--- src/rtl/bus_bridge.sv ---
// rtl/bus_bridge.sv - CPU data-bus responder: DRAM/peripheral decode, LED, sync inputs, timer, 7-seg scanner
module bus_bridge #(
    parameter int          SCAN_DIV = 20000,
    parameter logic [31:0] TDIV_RST = 32'h0
) (
    input  logic        cpu_clk,
    input  logic        cpu_rst,
    input  logic [31:0] Bus_addr,
    input  logic        Bus_wen,
    input  logic [31:0] Bus_wdata,
    output logic [31:0] Bus_rdata,
    output logic [13:0] dram_addr,
    output logic        dram_we,
    output logic [31:0] dram_wdata,
    input  logic [31:0] dram_rdata,
    input  logic [23:0] sw,
    input  logic [4:0]  btn,
    output logic [23:0] led,
    output logic [7:0]  dig_en,
    output logic [7:0]  dig_seg
);

    localparam logic [11:0] OFF_DIG  = 12'h000;
    localparam logic [11:0] OFF_TMR  = 12'h020;
    localparam logic [11:0] OFF_TDIV = 12'h024;
    localparam logic [11:0] OFF_LED  = 12'h060;
    localparam logic [11:0] OFF_SW   = 12'h070;
    localparam logic [11:0] OFF_BTN  = 12'h078;
    localparam logic [31:0] SCAN_LAST = 32'(SCAN_DIV - 1);

    logic        periph;
    logic [11:0] off;
    logic        wr_dig, wr_tmr, wr_tdiv, wr_led;

    logic [31:0] dig_val;
    logic [31:0] tmr;
    logic [31:0] tdiv;
    logic [31:0] pre;
    logic [23:0] sw_meta, sw_sync;
    logic [4:0]  btn_meta, btn_sync;
    logic [31:0] scnt;
    logic [2:0]  idx;
    logic [3:0]  cur_nib;

    assign periph     = (Bus_addr[31:12] == 20'hFFFFF);
    assign off        = Bus_addr[11:0];
    assign dram_addr  = Bus_addr[15:2];
    assign dram_we    = Bus_wen & ~periph;
    assign dram_wdata = Bus_wdata;

    assign wr_dig  = Bus_wen & periph & (off == OFF_DIG);
    assign wr_tmr  = Bus_wen & periph & (off == OFF_TMR);
    assign wr_tdiv = Bus_wen & periph & (off == OFF_TDIV);
    assign wr_led  = Bus_wen & periph & (off == OFF_LED);

    // Load data: peripheral register mux, otherwise DRAM; purely combinational
    always_comb begin
        Bus_rdata = dram_rdata;
        if (periph) begin
            case (off)
                OFF_DIG:  Bus_rdata = dig_val;
                OFF_TMR:  Bus_rdata = tmr;
                OFF_TDIV: Bus_rdata = tdiv;
                OFF_LED:  Bus_rdata = {8'b0, led};
                OFF_SW:   Bus_rdata = {8'b0, sw_sync};
                OFF_BTN:  Bus_rdata = {27'b0, btn_sync};
                default:  Bus_rdata = 32'h0;
            endcase
        end
    end

    // Writable display and LED registers
    always_ff @(posedge cpu_clk or posedge cpu_rst) begin
        if (cpu_rst) begin
            dig_val <= 32'h0;
            led     <= 24'h0;
        end else begin
            if (wr_dig) dig_val <= Bus_wdata;
            if (wr_led) led     <= Bus_wdata[23:0];
        end
    end

    // Two-flop synchronisers for the asynchronous board inputs
    always_ff @(posedge cpu_clk or posedge cpu_rst) begin
        if (cpu_rst) begin
            sw_meta  <= 24'h0;
            sw_sync  <= 24'h0;
            btn_meta <= 5'h0;
            btn_sync <= 5'h0;
        end else begin
            sw_meta  <= sw;
            sw_sync  <= sw_meta;
            btn_meta <= btn;
            btn_sync <= btn_meta;
        end
    end

    // Prescaled timer; bus writes take priority over a same-edge tick
    always_ff @(posedge cpu_clk or posedge cpu_rst) begin
        if (cpu_rst) begin
            tmr  <= 32'h0;
            tdiv <= TDIV_RST;
            pre  <= 32'h0;
        end else if (wr_tmr) begin
            tmr <= Bus_wdata;
            pre <= 32'h0;
        end else if (wr_tdiv) begin
            tdiv <= Bus_wdata;
            pre  <= 32'h0;
        end else if (pre == tdiv) begin
            pre <= 32'h0;
            tmr <= tmr + 32'h1;
        end else begin
            pre <= pre + 32'h1;
        end
    end

    // Digit scan: dwell SCAN_DIV cycles per digit, then advance the 3-bit index
    always_ff @(posedge cpu_clk or posedge cpu_rst) begin
        if (cpu_rst) begin
            scnt <= 32'h0;
            idx  <= 3'd0;
        end else if (scnt == SCAN_LAST) begin
            scnt <= 32'h0;
            idx  <= idx + 3'd1;
        end else begin
            scnt <= scnt + 32'h1;
        end
    end

    assign cur_nib = dig_val[{idx, 2'b00} +: 4];
    assign dig_en  = ~(8'b1 << idx);

    // Hex to active-low {a..g,dp} pattern, decimal point held off
    always_comb begin
        dig_seg = 8'hFF;
        case (cur_nib)
            4'h0: dig_seg = 8'h03;
            4'h1: dig_seg = 8'h9F;
            4'h2: dig_seg = 8'h25;
            4'h3: dig_seg = 8'h0D;
            4'h4: dig_seg = 8'h99;
            4'h5: dig_seg = 8'h49;
            4'h6: dig_seg = 8'h41;
            4'h7: dig_seg = 8'h1F;
            4'h8: dig_seg = 8'h01;
            4'h9: dig_seg = 8'h09;
            4'hA: dig_seg = 8'h11;
            4'hB: dig_seg = 8'hC1;
            4'hC: dig_seg = 8'h63;
            4'hD: dig_seg = 8'h85;
            4'hE: dig_seg = 8'h61;
            4'hF: dig_seg = 8'h71;
            default: dig_seg = 8'hFF;
        endcase
    end

endmodule

--- config.mk ---
export PLATFORM = sky130hd
export DESIGN_NAME = bus_bridge
export DESIGN_NICKNAME = d
export VERILOG_FILES = /design/src/rtl/bus_bridge.sv
export SDC_FILE = /design/constraint.sdc
export NUM_CORES = 1
export LEC_CHECK = 0
export ABC_AREA = 1
export BUFFER_PORTS_ARGS = -buffer_cell sky130_fd_sc_hd__buf_2
export CAP_MARGIN = 20
export CORE_MARGIN = 2
export CORE_UTILIZATION = 50
export DETAILED_ROUTE_END_ITERATION = 16
export PLACE_DENSITY_LB_ADDON = 0.25
export SLEW_MARGIN = 5
export SYNTH_ARGS = -nofsm -noshare
export SYNTH_HDL_FRONTEND = slang
export SYNTH_SLANG_ARGS = --single-unit
--- constraint.sdc ---
create_clock -name cpu_clk -period 8.8 [get_ports cpu_clk]
set_input_delay 1.76 -clock cpu_clk [delete_from_list [all_inputs] [get_ports cpu_clk]]
set_output_delay 1.76 -clock cpu_clk [all_outputs]
set_load 0.01 [all_outputs]
==> results.json, run 1 <==
{
  "outcome": "finished clean",
  "ys_ff_latch": 245,
  "synthToLayoutAreaGrowth_pct": 15.5,
  "dr.pass1.iters": 6,
  "grt_max_degree": 191,
  "report.final.slew_viol_count": 0,
  "clk_latency_ps": 560,
  "grt_overflow": 0,
  "crit_arrival_ps": 3900,
  "maxCapViolations": 0,
  "final_core_util": 0.585,
  "setup_ws_ps": 3140,
  "route.detailed.drc": 0,
  "synth_flop_cell": "dfrtp_1",
  "hp-class": "reg2reg",
  "yosysWarnings": 0,
  "clockPowerShare": 0.496,
  "wirelength_mm": 44.2,
  "max_freq_mhz": 177,
  "clock_skew_ps": 13.9,
  "boundaryPins": 247,
  "drtAntennaViolNets": 0,
  "ir_drop_mv": 0.137,
  "synthCells": 1942,
  "period_needed_ps": 5660,
  "grt_pass1_wl_mm": 67.4,
  "endpoint_kind": "primary output",
  "antenna_cells": 0,
  "power.static_leakage_uw": 0.00816,
  "switching_share": 0.225,
  "viasPerCell": 5.33,
  "p_int_uw": 1950,
  "synth_fp_nets": 2085,
  "p_comb_frac": 0.048,
  "grt_pass1_vias": 12265,
  "root_buffer": "clkbuf_16",
  "relSlewSlack": 0.211,
  "track_usage": 0.298,
  "drive_gt1_frac": 0.158,
  "fin_crit_sh": 0.644,
  "p_seq_frac": 0.456,
  "cp.required_ps": 7040,
  "die_y_um": 172,
  "final_cells": 2523,
  "synth_area_leaders": "dfrtp_1 44%, nand2_1 19%, nor2_1 5.1%",
  "synth_top_area_frac": 0.437,
  "power_density_mw_per_mm2": 155,
  "hold_viol": 0,
  "pre_cts_ws_ps": 3150,
  "max-clock-path-buffers": 3,
  "clk_pin_slew_ps": 60,
  "hold_buffers": 0,
  "synth_commonest_cells": "712 x nand2_1, 245 x dfrtp_1, 191 x nor2_1",
  "cts_buffers": 29,
  "initial_core_util": 0.506,
  "antenna_found_initial": 0,
  "clock_sinks": 245,
  "port_buffers": 245,
  "drtIter0Drc": 1337,
  "cts-resized-gates": 0,
  "async_flop_share": 1.00,
  "die_area_mm2": 0.0294,
  "synth_area_mm2": 0.0140,
  "worst_pin_slew_ps": 1180,
  "cts_setup_buffers": 0,
  "ff2ff_setup_slack_ps": 6450,
  "final_net_count": 2267,
  "h-tree-depth": 1,
  "dp_cells": 2470,
  "wl_per_cell_um": 17.5,
  "fin_tns_setup_ps": 0,
  "die_w_um": 172,
  "worstSetupStartpointType": "flip-flop",
  "synth-edff-count": 0,
  "p_sw_uw": 566,
  "cp_max_fo": 21,
  "synthDistinctLibCells": 38,
  "place_congestion": 0.942,
  "synth_top_area_cell": "dfrtp_1",
  "grt_setup_unrepaired": "no",
  "yosysSeqAreaShare": 0.437,
  "avgSynthCellArea_um2": 7.23,
  "coreArea_mm2": 0.0277,
  "synth_most_common_cell": "nand2_1",
  "setup_viol": 0,
  "tritoncts": "built",
  "worstSetupPathType": "reg2out",
  "rows": 61,
  "dp_hpwl_mm": 33.1,
  "via_count": 13454
}
-- layer usage --
layer / global-route usage / up-vias / wire length [um]
li1: - / 6419 / -
met4: 0.104 / 0 / 1600
met5: 0 / - / 0
met2: 0.462 / 593 / 20000
met1: 0.427 / 6353 / 19000
met3: 0.0437 / 89 / 3640
-- critical path: stages, from the launching register on --
cell and delay [ps]:
dfrtp_1 770, inv_1 550, o21ai_0 270, o21ai_0 100
o21ai_0 610, inv_1 200, ha_1 280, nand2_1 130
o21ai_0 110, nand2_1 90, nand2_1 80, buf_2 150
-- registers in the layout (all words and copies together), names as in the netlist --
register and cells:
led 24, sw_meta 24, tdiv 32, tmr 32
btn_sync 5, idx 3, scnt 32, dig_val 32
pre 32, btn_meta 5, sw_sync 24
-- power by group through the flow --
stage | clock network (uW) | registers, uW | logic, uW
2_1_floorplan | 0 | 1160 | 63.9
3_3_place_gp | 0 | 1170 | 120
3_5_place_dp | 0 | 1170 | 121
4_1_cts | 1260 | 1150 | 121
5_1_grt | 1320 | 1150 | 133
6_report | 1250 | 1150 | 120
-- path summary, 6_finish.rpt --
path / endpoint / depth (start not counted) / from
worst max-delay path: dig_seg[2] / 11 / idx[0]$_DFFE_PP0N_
worst min-delay path: sw_sync[18]$_DFF_PP0_ / 0 / sw_meta[18]$_DFF_PP0_
worst max register to register: tmr[14]$_DFFE_PP0P_ / 14 / pre[20]$_DFF_PP0_
worst min register to register: sw_sync[18]$_DFF_PP0_ / 0 / sw_meta[18]$_DFF_PP0_
max in group asynchronous: tmr[21]$_DFFE_PP0P_ / 3 / cpu_rst
min in group asynchronous: sw_sync[0]$_DFF_PP0_ / 2 / cpu_rst
-- layout make-up --
type,count,area (um2)
clock buffers,41,861
clock inverters,11,148
repair buffers,255,1320
well taps,378,473
flip-flops and latches,245,6130
inverters,188,713
fillers,2606,11500
multi-input cells,1405,6560
-- through the flow --
step / hold slack [ps] / total power [uW] / cell area (um2)
2_1_floorplan: 331 / 1230 / 14000
3_3_place_gp: 332 / 1290 / 15200
3_5_place_dp: 335 / 1290 / 15200
4_1_cts: 343 / 2530 / 16200
5_1_grt: 353 / 2600 / 16200
6_report: 344 / 2520 / 16200
-- kinds of logic after synthesis --
kind of cell	after synthesis	share of synthesized area
DFF	245	0.437
and+or+nand+nor	1110	0.327
xor gates and xnor gates	86	0.0537
other	1	0.000267
adders and majority gates	15	0.0134
AOI/OAI and AO/OA	193	0.0720
buffers and inverters	292	0.0964
-- cells in the final DEF, fill, tap and decap left out, types with 2 or more instances in the layout --
cell type and n:
nand2_2 2, nor3b_1 3, nor2_4 3, nand3_2 2, nor3_4 3, clkbuf_8 9
nand3_1 108, o21ai_0 104, o21ai_2 4, ha_1 15, buf_4 8, xnor2_1 39
nand4_1 29, clkinv_2 6, o21ai_1 64, nand3b_1 2, a21oi_1 9, nor2_2 9
inv_2 6, nor2_1 191, xor2_1 47, inv_1 180, nand2_1 712, buf_2 245
clkbuf_1 3, or2_2 2, dfrtp_1 245, o211ai_1 11, bufinv_16 3, clkbuf_16 29
nor4_1 8, nor3_1 31
No activity file was read; power rests on OpenSTA's default activity.
==> run 2: changes to the inputs <==
==> constraint.sdc (replaced) <==
create_clock -name cpu_clk -period 5.5 [get_ports cpu_clk]
set_input_delay 1.1 -clock cpu_clk [delete_from_list [all_inputs] [get_ports cpu_clk]]
set_output_delay 1.1 -clock cpu_clk [all_outputs]
set_load 0.01 [all_outputs]
==> run 2 against run 1 <==
Compared with the run above: die area did not move; global-route usage fell by 0.20 points; sequential cell count did not move; combinational power rose by 62%; register-to-register slack got worse by 3100 ps; total power rose by 61%; critical path depth rose by 1; clock power rose by 62%; critical endpoint is now dig_seg[1].
==> results.json, run 2 (synthesis results as in run 1) <==
{
  "worstSetupPathType": "reg2out",
  "die_y_um": 172,
  "fillers": 2605,
  "wirelength_mm": 43.4,
  "maxCapViolations": 0,
  "hold_buffers": 0,
  "ir_drop_mv": 0.240,
  "cts_setup_buffers": 0,
  "mostFrequentLayoutCells": "712 x nand2_1, 245 x dfrtp_1, 245 x buf_2, 191 x nor2_1, 180 x inv_1",
  "hold_viol": 0,
  "track_usage": 0.296,
  "max-clock-path-buffers": 3,
  "setup_viol": 0,
  "wl_per_cell_um": 17.2,
  "slowest_delay_ps": 560,
  "grt_pass1_wl_mm": 67.4,
  "route.detailed.drc": 0,
  "via_count": 13345,
  "dp_hpwl_mm": 33.0,
  "crit_arrival_ps": 3340,
  "port_buffers": 245,
  "worstSetupStartpointType": "flip-flop",
  "cp_top_family": "compound AO/OA/AOI/OAI gates",
  "initial_core_util": 0.506,
  "power.static_leakage_uw": 0.00816,
  "endpoint_kind": "primary output",
  "period_needed_ps": 4440,
  "final_core_util": 0.586,
  "clk_latency_ps": 550,
  "viasPerCell": 5.28,
  "drtIter0Drc": 1392,
  "grt_max_degree": 143,
  "clk_pin_slew_ps": 60,
  "drive_gt1_frac": 0.160,
  "clock_sinks": 245,
  "grt_pass1_vias": 12589,
  "layout_commonest_cell": "nand2_1",
  "root_buffer": "clkbuf_16",
  "hp-class": "reg2reg",
  "report.final.slew_viol_count": 0,
  "cts_buffers": 29,
  "worst_pin_slew_ps": 1000,
  "die_area_mm2": 0.0294,
  "h-tree-depth": 1,
  "rows": 61,
  "crit_top_cell": "nand2_1",
  "slowest_stage": "o21ai_0",
  "drtAntennaViolNets": 0,
  "coreArea_mm2": 0.0277,
  "grt_setup_unrepaired": "no",
  "dr.pass1.iters": 5,
  "clock_skew_ps": 12.8,
  "relSlewSlack": 0.330,
  "cp.required_ps": 4400,
  "boundaryPins": 247,
  "final_net_count": 2269,
  "max_freq_mhz": 225,
  "cp_max_fo": 21,
  "power_density_mw_per_mm2": 250,
  "outcome": "finished clean",
  "fin_tns_setup_ps": 0,
  "die_w_um": 172,
  "antenna_found_initial": 1,
  "worst-path-buf-inv": 3,
  "synthToLayoutAreaGrowth_pct": 15.6,
  "tritoncts": "built",
  "cts-resized-gates": 0,
  "fin_crit_sh": 0.807,
  "place_congestion": 0.977,
  "crit_chain": "inv_1 -> a21oi_1 -> o21ai_0 -> o21ai_0 -> o21ai_0 -> inv_1 -> ha_1 -> nand2_1 -> nand2_1 -> nand2_1 -> nand2_1 -> buf_2",
  "grt_overflow": 0
}
## run 2: routing by layer
layer	vias to the layer above	wire length, um	track usage	share of wire
li1	6419	-	-	-
met1	6293	19100	0.424	0.44
met2	535	19800	0.470	0.46
met3	98	3020	0.0366	0.070
met4	0	1460	0.0921	0.034
met5	-	0	0	0
## run 2: worst paths after layout
| path | from | end | slack [ps] | cells past startpoint |
|---|---|---|---|---|
| min | btn_meta[4]$_DFF_PP0_ | btn_sync[4]$_DFF_PP0_ | 350 | 0 |
| min in group asynchronous | cpu_rst | btn_meta[2]$_DFF_PP0_ | 540 | 2 |
| max in group asynchronous | cpu_rst | led[18]$_DFFE_PP0P_ | 3860 | 3 |
| min reg2reg | btn_meta[4]$_DFF_PP0_ | btn_sync[4]$_DFF_PP0_ | 350 | 0 |
| max | idx[0]$_DFFE_PP0N_ | dig_seg[1] | 1060 | 12 |
| max reg2reg | tmr[1]$_DFFE_PP0P_ | tmr[24]$_DFFE_PP0P_ | 3350 | 11 |
## run 2: worst register-to-register path: stages, from the launching register on
cell	delay [ps]
dfrtp_1	420
ha_1	210
nand2_1	70
nor2_1	300
nand2_1	220
nor2_1	370
nand3_1	120
nand2_1	90
nand2_1	40
nand2_1	100
nand3_1	70
nand2_1	100
## run 2: per-stage QoR
stage          worst slack (ps)  instances  hold WS [ps]  area, um2  total power (uW)
6_report                   1060       2528           347      16200              4060
2_1_floorplan              1180       1942           331      14000              1970
3_5_place_dp               1350       2473           335      15200              2060
5_1_grt                     778       2528           354      16200              4170
3_3_place_gp               1410       2473           333      15200              2060
4_1_cts                    1090       2527           344      16200              4080
## run 2: area by class of cell
class	count	area (um2)	area share
clock inverter	17	206	0.0127
timing repair buffer	257	1330	0.0819
tap	378	473	0.0292
clock buffer	37	816	0.0503
multi-input combinational	1405	6560	0.404
sequential	245	6130	0.378
inverter	188	709	0.0437
antenna	1	2.50	0.000154
## run 2: power breakdown
part | total [uW] | internal [uW] | leakage [uW] | switching, uW
clock | 2030 | 1240 | 0.000497 | 790
sequential | 1830 | 1820 | 0.00326 | 9.03
combinational | 194 | 66.6 | 0.00440 | 128
total | 4060 | 3130 | 0.00816 | 927
